### src/rtl/apb_cmd_master.sv
// APB3 requester: turns a valid/ready command stream into single APB transfers
// and returns read data / error / timeout on a valid/ready response channel.
module apb_cmd_master #(
    parameter int DWIDTH  = 32,
    parameter int AWIDTH  = 10,
    parameter int TIMEOUT = 16
) (
    input  logic              clk,
    input  logic              rst_n,
    input  logic              cmd_valid,
    output logic              cmd_ready,
    input  logic [AWIDTH-1:0] cmd_addr,
    input  logic [DWIDTH-1:0] cmd_wdata,
    input  logic              cmd_write,
    output logic              rsp_valid,
    input  logic              rsp_ready,
    output logic [DWIDTH-1:0] rsp_rdata,
    output logic              rsp_err,
    output logic              rsp_timeout,
    output logic              psel,
    output logic              penable,
    output logic              pwrite,
    output logic [AWIDTH-1:0] paddr,
    output logic [DWIDTH-1:0] pwdata,
    input  logic [DWIDTH-1:0] prdata,
    input  logic              pready,
    input  logic              pslverr,
    output logic [1:0]        o_dbg_state
);

    // Handshakes: a beat transfers on a rising edge where valid & ready are both 1;
    // rsp_* stay stable while rsp_valid is high and rsp_ready is low.

    localparam logic [1:0] S_IDLE   = 2'd0;
    localparam logic [1:0] S_SETUP  = 2'd1;
    localparam logic [1:0] S_ACCESS = 2'd2;
    localparam logic [1:0] S_RESP   = 2'd3;

    localparam int              CW       = (TIMEOUT > 0) ? $clog2(TIMEOUT + 1) : 1;
    localparam bit              TO_EN    = (TIMEOUT != 0);
    localparam logic [CW-1:0]   CNT_LAST = (TIMEOUT > 0) ? CW'(TIMEOUT - 1) : '0;
    localparam logic [CW-1:0]   CNT_MAX  = '1;

    logic [1:0]        r_state;
    logic [CW-1:0]     r_cnt;
    logic              r_alive;
    logic [AWIDTH-1:0] r_paddr;
    logic [DWIDTH-1:0] r_pwdata;
    logic              r_pwrite;
    logic [DWIDTH-1:0] r_rsp_rdata;
    logic              r_rsp_err;
    logic              r_rsp_timeout;
    logic              w_cmd_ready;
    logic              w_timeout_hit;

    // r_alive keeps cmd_ready low while reset is held and until the first edge after release.
    assign w_cmd_ready   = (r_state == S_IDLE) && r_alive;
    assign w_timeout_hit = TO_EN && (r_cnt == CNT_LAST);

    always_ff @(posedge clk or negedge rst_n) begin
        if (!rst_n) begin
            r_state       <= S_IDLE;
            r_cnt         <= '0;
            r_alive       <= 1'b0;
            r_paddr       <= '0;
            r_pwdata      <= '0;
            r_pwrite      <= 1'b0;
            r_rsp_rdata   <= '0;
            r_rsp_err     <= 1'b0;
            r_rsp_timeout <= 1'b0;
        end else begin
            r_alive <= 1'b1;
            case (r_state)
                S_IDLE: begin
                    if (cmd_valid && w_cmd_ready) begin
                        r_paddr  <= cmd_addr;
                        r_pwdata <= cmd_wdata;
                        r_pwrite <= cmd_write;
                        r_state  <= S_SETUP;
                    end
                end
                S_SETUP: begin
                    r_cnt   <= '0;
                    r_state <= S_ACCESS;
                end
                S_ACCESS: begin
                    // A completing pready takes priority over a timeout in the same cycle.
                    if (pready) begin
                        r_rsp_rdata   <= r_pwrite ? '0 : prdata;
                        r_rsp_err     <= pslverr;
                        r_rsp_timeout <= 1'b0;
                        r_state       <= S_RESP;
                    end else if (w_timeout_hit) begin
                        r_rsp_rdata   <= '0;
                        r_rsp_err     <= 1'b1;
                        r_rsp_timeout <= 1'b1;
                        r_state       <= S_RESP;
                    end else if (r_cnt != CNT_MAX) begin
                        r_cnt <= r_cnt + 1'b1;
                    end
                end
                S_RESP: begin
                    if (rsp_ready) begin
                        r_state <= S_IDLE;
                    end
                end
                default: r_state <= S_IDLE;
            endcase
        end
    end

    assign cmd_ready   = w_cmd_ready;
    assign psel        = (r_state == S_SETUP) || (r_state == S_ACCESS);
    assign penable     = (r_state == S_ACCESS);
    assign rsp_valid   = (r_state == S_RESP);
    assign paddr       = r_paddr;
    assign pwdata      = r_pwdata;
    assign pwrite      = r_pwrite;
    assign rsp_rdata   = r_rsp_rdata;
    assign rsp_err     = r_rsp_err;
    assign rsp_timeout = r_rsp_timeout;
    assign o_dbg_state = r_state;

endmodule

### config.mk
export PLATFORM = sky130hd
export DESIGN_NAME = apb_cmd_master
export DESIGN_NICKNAME = d
export VERILOG_FILES = /design/src/rtl/apb_cmd_master.sv
export SDC_FILE = /design/constraint.sdc
export NUM_CORES = 1
export LEC_CHECK = 0
export CORE_UTILIZATION = 30
export DETAILED_ROUTE_END_ITERATION = 7
export SLEW_MARGIN = 10
export SYNTH_ARGS = -nofsm -noshare
export SYNTH_HDL_FRONTEND = slang
export SYNTH_SLANG_ARGS = --single-unit
### constraint.sdc
create_clock -name clk -period 3.86 [get_ports clk]
set_input_delay 0.772 -clock clk [delete_from_list [all_inputs] [get_ports clk]]
set_output_delay 0.772 -clock clk [all_outputs]
set_load 0.01 [all_outputs]
Yosys cells after proc, flatten, opt, wreduce, memory -nomap -nowiden
Index checks and enable logic that the tools add are counted.
{"block": "totals", "register_bits": 85, "inputBits": 81, "out_inout_bits": 83, "elab_cells": 46}
{"block": "classes", "add_sub_neg": 1, "n_eq_ne": 11, "mux": 15, "reduce_logical": 10}
{"operator": "2-to-1 mux 32 bit", "count": 3}
{"operator": "2-to-1 mux 5 bit", "count": 3}
{"operator": "one-hot mux 5 bit (2 select lines)", "count": 1}
{"operator": "2-to-1 mux 2 bit", "count": 4}
{"operator": "one-hot mux 2 bit (4 select lines)", "count": 1}
{"operator": "!= test 2 x 1 -> 1 bit, second input constant", "count": 3}
{"operator": "adder 5 x 1 -> 5 bit, second input constant", "count": 1}
{"operator": "equality test 5 x 4 -> 1 bit, second input constant", "count": 1}
{"operator": "!= test 5 bit, second input constant", "count": 1}
{"operator": "equality test 2 bit, second input constant", "count": 2}
{"operator": "!= test 2 bit, second input constant", "count": 2}
{"operator": "AND reduction 2 bit", "count": 2}
{"operator": "AND reduction 4 bit", "count": 1}
{"operator": "nonzero test 2 bit", "count": 2}
{"operator": "2-to-1 mux 1 bit", "count": 3}
{"operator": "!= test 3 x 1 -> 1 bit, second input constant", "count": 1}
{"operator": "AND reduction 3 bit", "count": 1}
{"operator": "equality test 2 x 1 -> 1 bit, second input constant", "count": 1}
{"operator": "logical AND 1 bit", "count": 2}
{"operator": "zero test 2 bit", "count": 1}
{"operator": "logical OR 1 bit", "count": 1}

Depth between registers and ports, before layout
{"block": "depth", "ltp_word": 5, "mapped_depth": 8, "mapped_depth_nobuf": 6}

Least setup slack after synthesis
No wires, ideal clock.
{"block": "synth_path", "kind": "register -> register", "start": "register r_cnt[0]", "end": "register r_rsp_rdata[16] (netlist: rsp_rdata[16])", "setup_time_ns": 0.128, "t_arrival_ns": 1.703, "required_ns": 3.732, "path_slack_ns": 2.029, "stages_incl_launch_ff": 8, "path_buffers": 2, "period_less_slack_ns": 1.831, "path_cell_list": "dfrtp_1 > ha_1 > and3_1 > ha_1 > o21ai_0 > buf_2 > buf_2 > o21ai_0"}
{"block": "synth_via", "elab_chain_len": 3}
{"element": "start, declared", "line_no": "45", "source": "logic [CW-1:0] r_cnt;"}
{"element": "start signal, assigned", "line_no": "99", "source": "r_cnt <= r_cnt + 1'b1;"}
{"element": "equality test 5 x 4 -> 1 bit", "line_no": "58", "source": "assign w_timeout_hit = TO_EN && (r_cnt == CNT_LAST);"}
{"element": "nonzero test 2 bit (no source line)"}
{"element": "AND reduction 2 bit (no source line)"}
{"element": "end signal, assigned", "line_no": "89", "source": "r_rsp_rdata <= r_pwrite ? '0 : prdata;"}
{"element": "end, declared", "line_no": "50", "source": "logic [DWIDTH-1:0] r_rsp_rdata;"}
No other way between the ends.
A chain may end at the register's enable or synchronous reset.

Worst setup path in the final report
{"block": "layout_path", "start": "register r_state[0] (netlist: o_dbg_state[0])", "end": "output penable"}
{"block": "layout_via", "elab_chain_len": 1}
{"element": "start, declared", "line_no": "44", "source": "logic [1:0] r_state;"}
{"element": "start signal, assigned", "line_no": "62", "source": "r_state <= S_IDLE;"}
{"element": "start signal, assigned", "line_no": "79", "source": "r_state <= S_SETUP;"}
{"element": "start signal, assigned", "line_no": "84", "source": "r_state <= S_ACCESS;"}
{"element": "equality test 2 bit", "line_no": "114", "source": "assign penable = (r_state == S_ACCESS);"}
{"element": "end, declared", "line_no": "21", "source": "output logic penable,"}
No other way between the ends.

==> summary.md <==
| Metric | Value |
|---|---|
| Status | `complete, no violations` |
| Syn Area/Cell | `13.4 µm²` |
| Routed len/inst | `14.3 µm` |
| CTS buffer count | `9` |
| Clock Sinks | `85` |
| CTS max path bufs | `2` |
| Mapped cell area | `0.00337 mm²` |
| Hold Path Class | `reg2reg` |
| Post-route cell area | `0.00533 mm²` |
| Setup Viol. Count Final | `0` |
| Max_slew headroom | `0.380` |
| Distinct cell type count after synthesis | `27` |
| Initial antenna violation count | `0` |
| Tcrit/Tclk final | `0.729` |
| Max rail drop VDD | `0.328 mV` |
| CP Capture Type | `primary output` |
| CP Data Arrival Time | `2.04 ns` |
| Crit path max fanout | `16` |
| Die ar. | `0.0117 mm²` |
| Hold Path Origin | `rsp_rdata[9]` |
| Critical Path Start Type | `flip-flop` |
| First-pass GRT wire length | `about 12 mm` |
| Initial DRC count | `between 60 and 70` |
| CP delay by family, top | `buffers and inverters` |
| Pwr Density | `751 mW/mm²` |
| RSZ-0062 raised after global routing | `false` |
| Crit path required time | `between 3 and 4 ns` |
| Initial Util | `0.310` |
| Fin. max-slew vios | `0` |
| Synth warn | `0` |
| Async SR Flop Fraction | `1.00` |
| Worst path bufs/invs | `2` |
| CTS tree | `done` |
| Most Used Layer, Global Route | `met2` |
| #FFs+latches synth | `85` |
| Post-cts repair resize count | `0` |
| Crit path from | `o_dbg_state[0]` |
| Fin Setup TNS | `0 ns` |
| Post-Route WL | `8.00 mm` |
| Final hold vios | `0` |
| Placement Cell Area | `0.00512 mm²` |
| CP Class | `reg2out` |
| Most area-consuming cells after synthesis | `dfrtp_1 (63%), mux2_2 (15%), a22o_1 (4.7%), nand2_1 (3.8%), ha_1 (2.6%)` |
| Post-synth EDFFs | `0` |
| Row count | `38` |
| Post-layout util | `0.490` |
| R2r startpoint | `o_dbg_state[0]` |
| Nets@finish | `between 500 and 600` |
| Vias in the first global route | `2605` |
| Yosys top cell by area | `dfrtp_1` |
| Commonest non-fill, non-tap cell in the layout | `clkdlybuf4s50_1` |
| Main synth FF type | `dfrtp_1` |
| Drt via density | `roughly 4.5` |
| GRT Total Usage | `0.140` |
| Commonest cells after routing, fill and taps aside | `clkdlybuf4s50_1 (162), dfrtp_1 (85), mux2_2 (44)` |
| Max incr delay on CP | `approximately 0.64 ns` |
| Core area | `0.0109 mm²` |
| GR Layer Usage met1 | `0.173` |
| Router iterations before antenna repair | `4` |
| Die W | `108 µm` |
| Root Buffer | `clkbuf_8` |
| Hpwl dp | `5.77 mm` |
| Top-area cell type share of the netlist area | `0.631` |
| # H-tree levels | `3` |
| Critical Path, Cell by Cell | `inv_1 > ha_1 > clkdlybuf4s50_1` |
| Clock slew at reported path FFs | `0.08 ns` |
| DRC violations left | `0` |
| # port buffers | `between 150 and 200` |
| Slew @ Worst Pin | `around 0.93 ns` |
| Die height | `108 µm` |
| P_leak | `2.28 nW` |
| Global route overflow | `0` |
| MaxCap Viol Count | `0` |
| Antenna Cells | `0` |
| Global placer's final weighted congestion | `0.780` |
| Clock Latency Late Sink | `0.34 ns` |
| Post-DRT Antenna Nets | `0` |
| Ports | `164` |
| Post-synthesis sequential area ratio | `0.631` |
| Postcts setup bufs | `0` |
| FILL cells | `1030` |
| Total power | `4.00 mW` |
| Hold-fix buffers at CTS | `0` |
| Largest net degree at the start of global routing | `76` |
| Met2 Use GR | `0.220` |
| Synth Instances | `251` |
| Synthesis-to-finish area growth | `58.0%` |
| Global-route track usage on met3 | `0.0494` |
| Share of cells above drive strength 1 | `0.158` |
| Final Critical Period | `2.81 ns` |
| Fmax | `355 MHz` |
| Via count | `2521` |
| Critical path's slowest cell | `clkdlybuf4s50_1` |
| Synthesized Nets | `339` |
| Clk_skew | `0.00757 ns` |
==> cells in the mapped netlist (2+ instances only) <==
| master | count |
|---|---|
| dfrtp_1 | 85 |
| mux2_2 | 44 |
| nand2_1 | 34 |
| a22o_1 | 18 |
| o21ai_0 | 17 |
| buf_2 | 7 |
| ha_1 | 7 |
| inv_1 | 5 |
| a21oi_1 | 4 |
| mux2i_1 | 4 |
| nor2_1 | 4 |
| buf_6 | 3 |
| clkbuf_1 | 3 |
| and2_1 | 2 |
| nand3_1 | 2 |
==> stage by stage <==
| stage | setup WS [ns] | cells | hold slack, ns |
|---|---|---|---|
| after floorplan | 2.03 | 251 | 0.440 |
| after global placement | 1.24 | 543 | 0.463 |
| after detailed placement | 1.17 | 543 | 0.470 |
| after CTS | 1.01 | 559 | 0.489 |
| after global routing | 0.909 | 559 | 0.519 |
| final | 1.05 | 559 | 0.481 |
==> sequential cells by signal, summed over array words and instances, names as in the netlist <==
| name | count |
|---|---|
| rsp_timeout | 1 |
| r_cnt | 5 |
| r_alive | 1 |
| pwdata | 32 |
| pwrite | 1 |
| o_dbg_state | 2 |
| rsp_err | 1 |
| paddr | 10 |
| rsp_rdata | 32 |
==> cell families after synthesis <==
group           share of synthesized area
fa+ha+maj                          0.0260
compound gates                     0.0853
simple gates                       0.0668
other cells                       0.00111
mux                                 0.159
buf+inv                            0.0315
flops                               0.631
==> worst reg2reg max path: stages (launching register included) <==
cell      delay, ns
dfrtp_1        0.44
inv_1          0.10
ha_1           0.24
nand3_2        0.37
a221oi_2       0.44
mux2_2         0.37
==> layout make-up <==
class | count | area (µm²) | area share
inverter | 5 | 18.8 | 0.00352
timing repair buffer | 166 | 1650 | 0.310
clock buffer | 11 | 131 | 0.0246
sequential | 85 | 2130 | 0.399
tap | 140 | 175 | 0.0329
clock inverter | 5 | 83.8 | 0.0157
multi-input combinational | 147 | 1140 | 0.215
==> routing by layer <==
layer  part of all wire  up-vias  routed length, µm
met2               0.46       93               3710
met1               0.44     1222               3500
met5                  0        -                  0
met3              0.084       10                668
li1                   -     1196                  -
met4              0.014        0                114
==> path summary, 6_finish.rpt <==
kind / slack, ns / cells past startpoint / end
min: 0.48 / 2 / rsp_rdata[9]
max reg2reg: 1.80 / 5 / o_dbg_state[1]
min in group asynchronous: 0.55 / 1 / rsp_rdata[27]
max in group asynchronous: 2.58 / 2 / rsp_rdata[4]
max: 1.05 / 3 / penable
min reg2reg: 0.48 / 2 / rsp_rdata[9]
==> where the power goes <==
part | switching, mW | internal [mW] | total, mW
Clock | 0.317 | 0.368 | 0.685
Combinational | 0.697 | 1.11 | 1.81
Sequential | 0.222 | 1.29 | 1.51
Total | 1.24 | 2.77 | 4.00
Note: power is estimated with default switching activity, not from simulation.
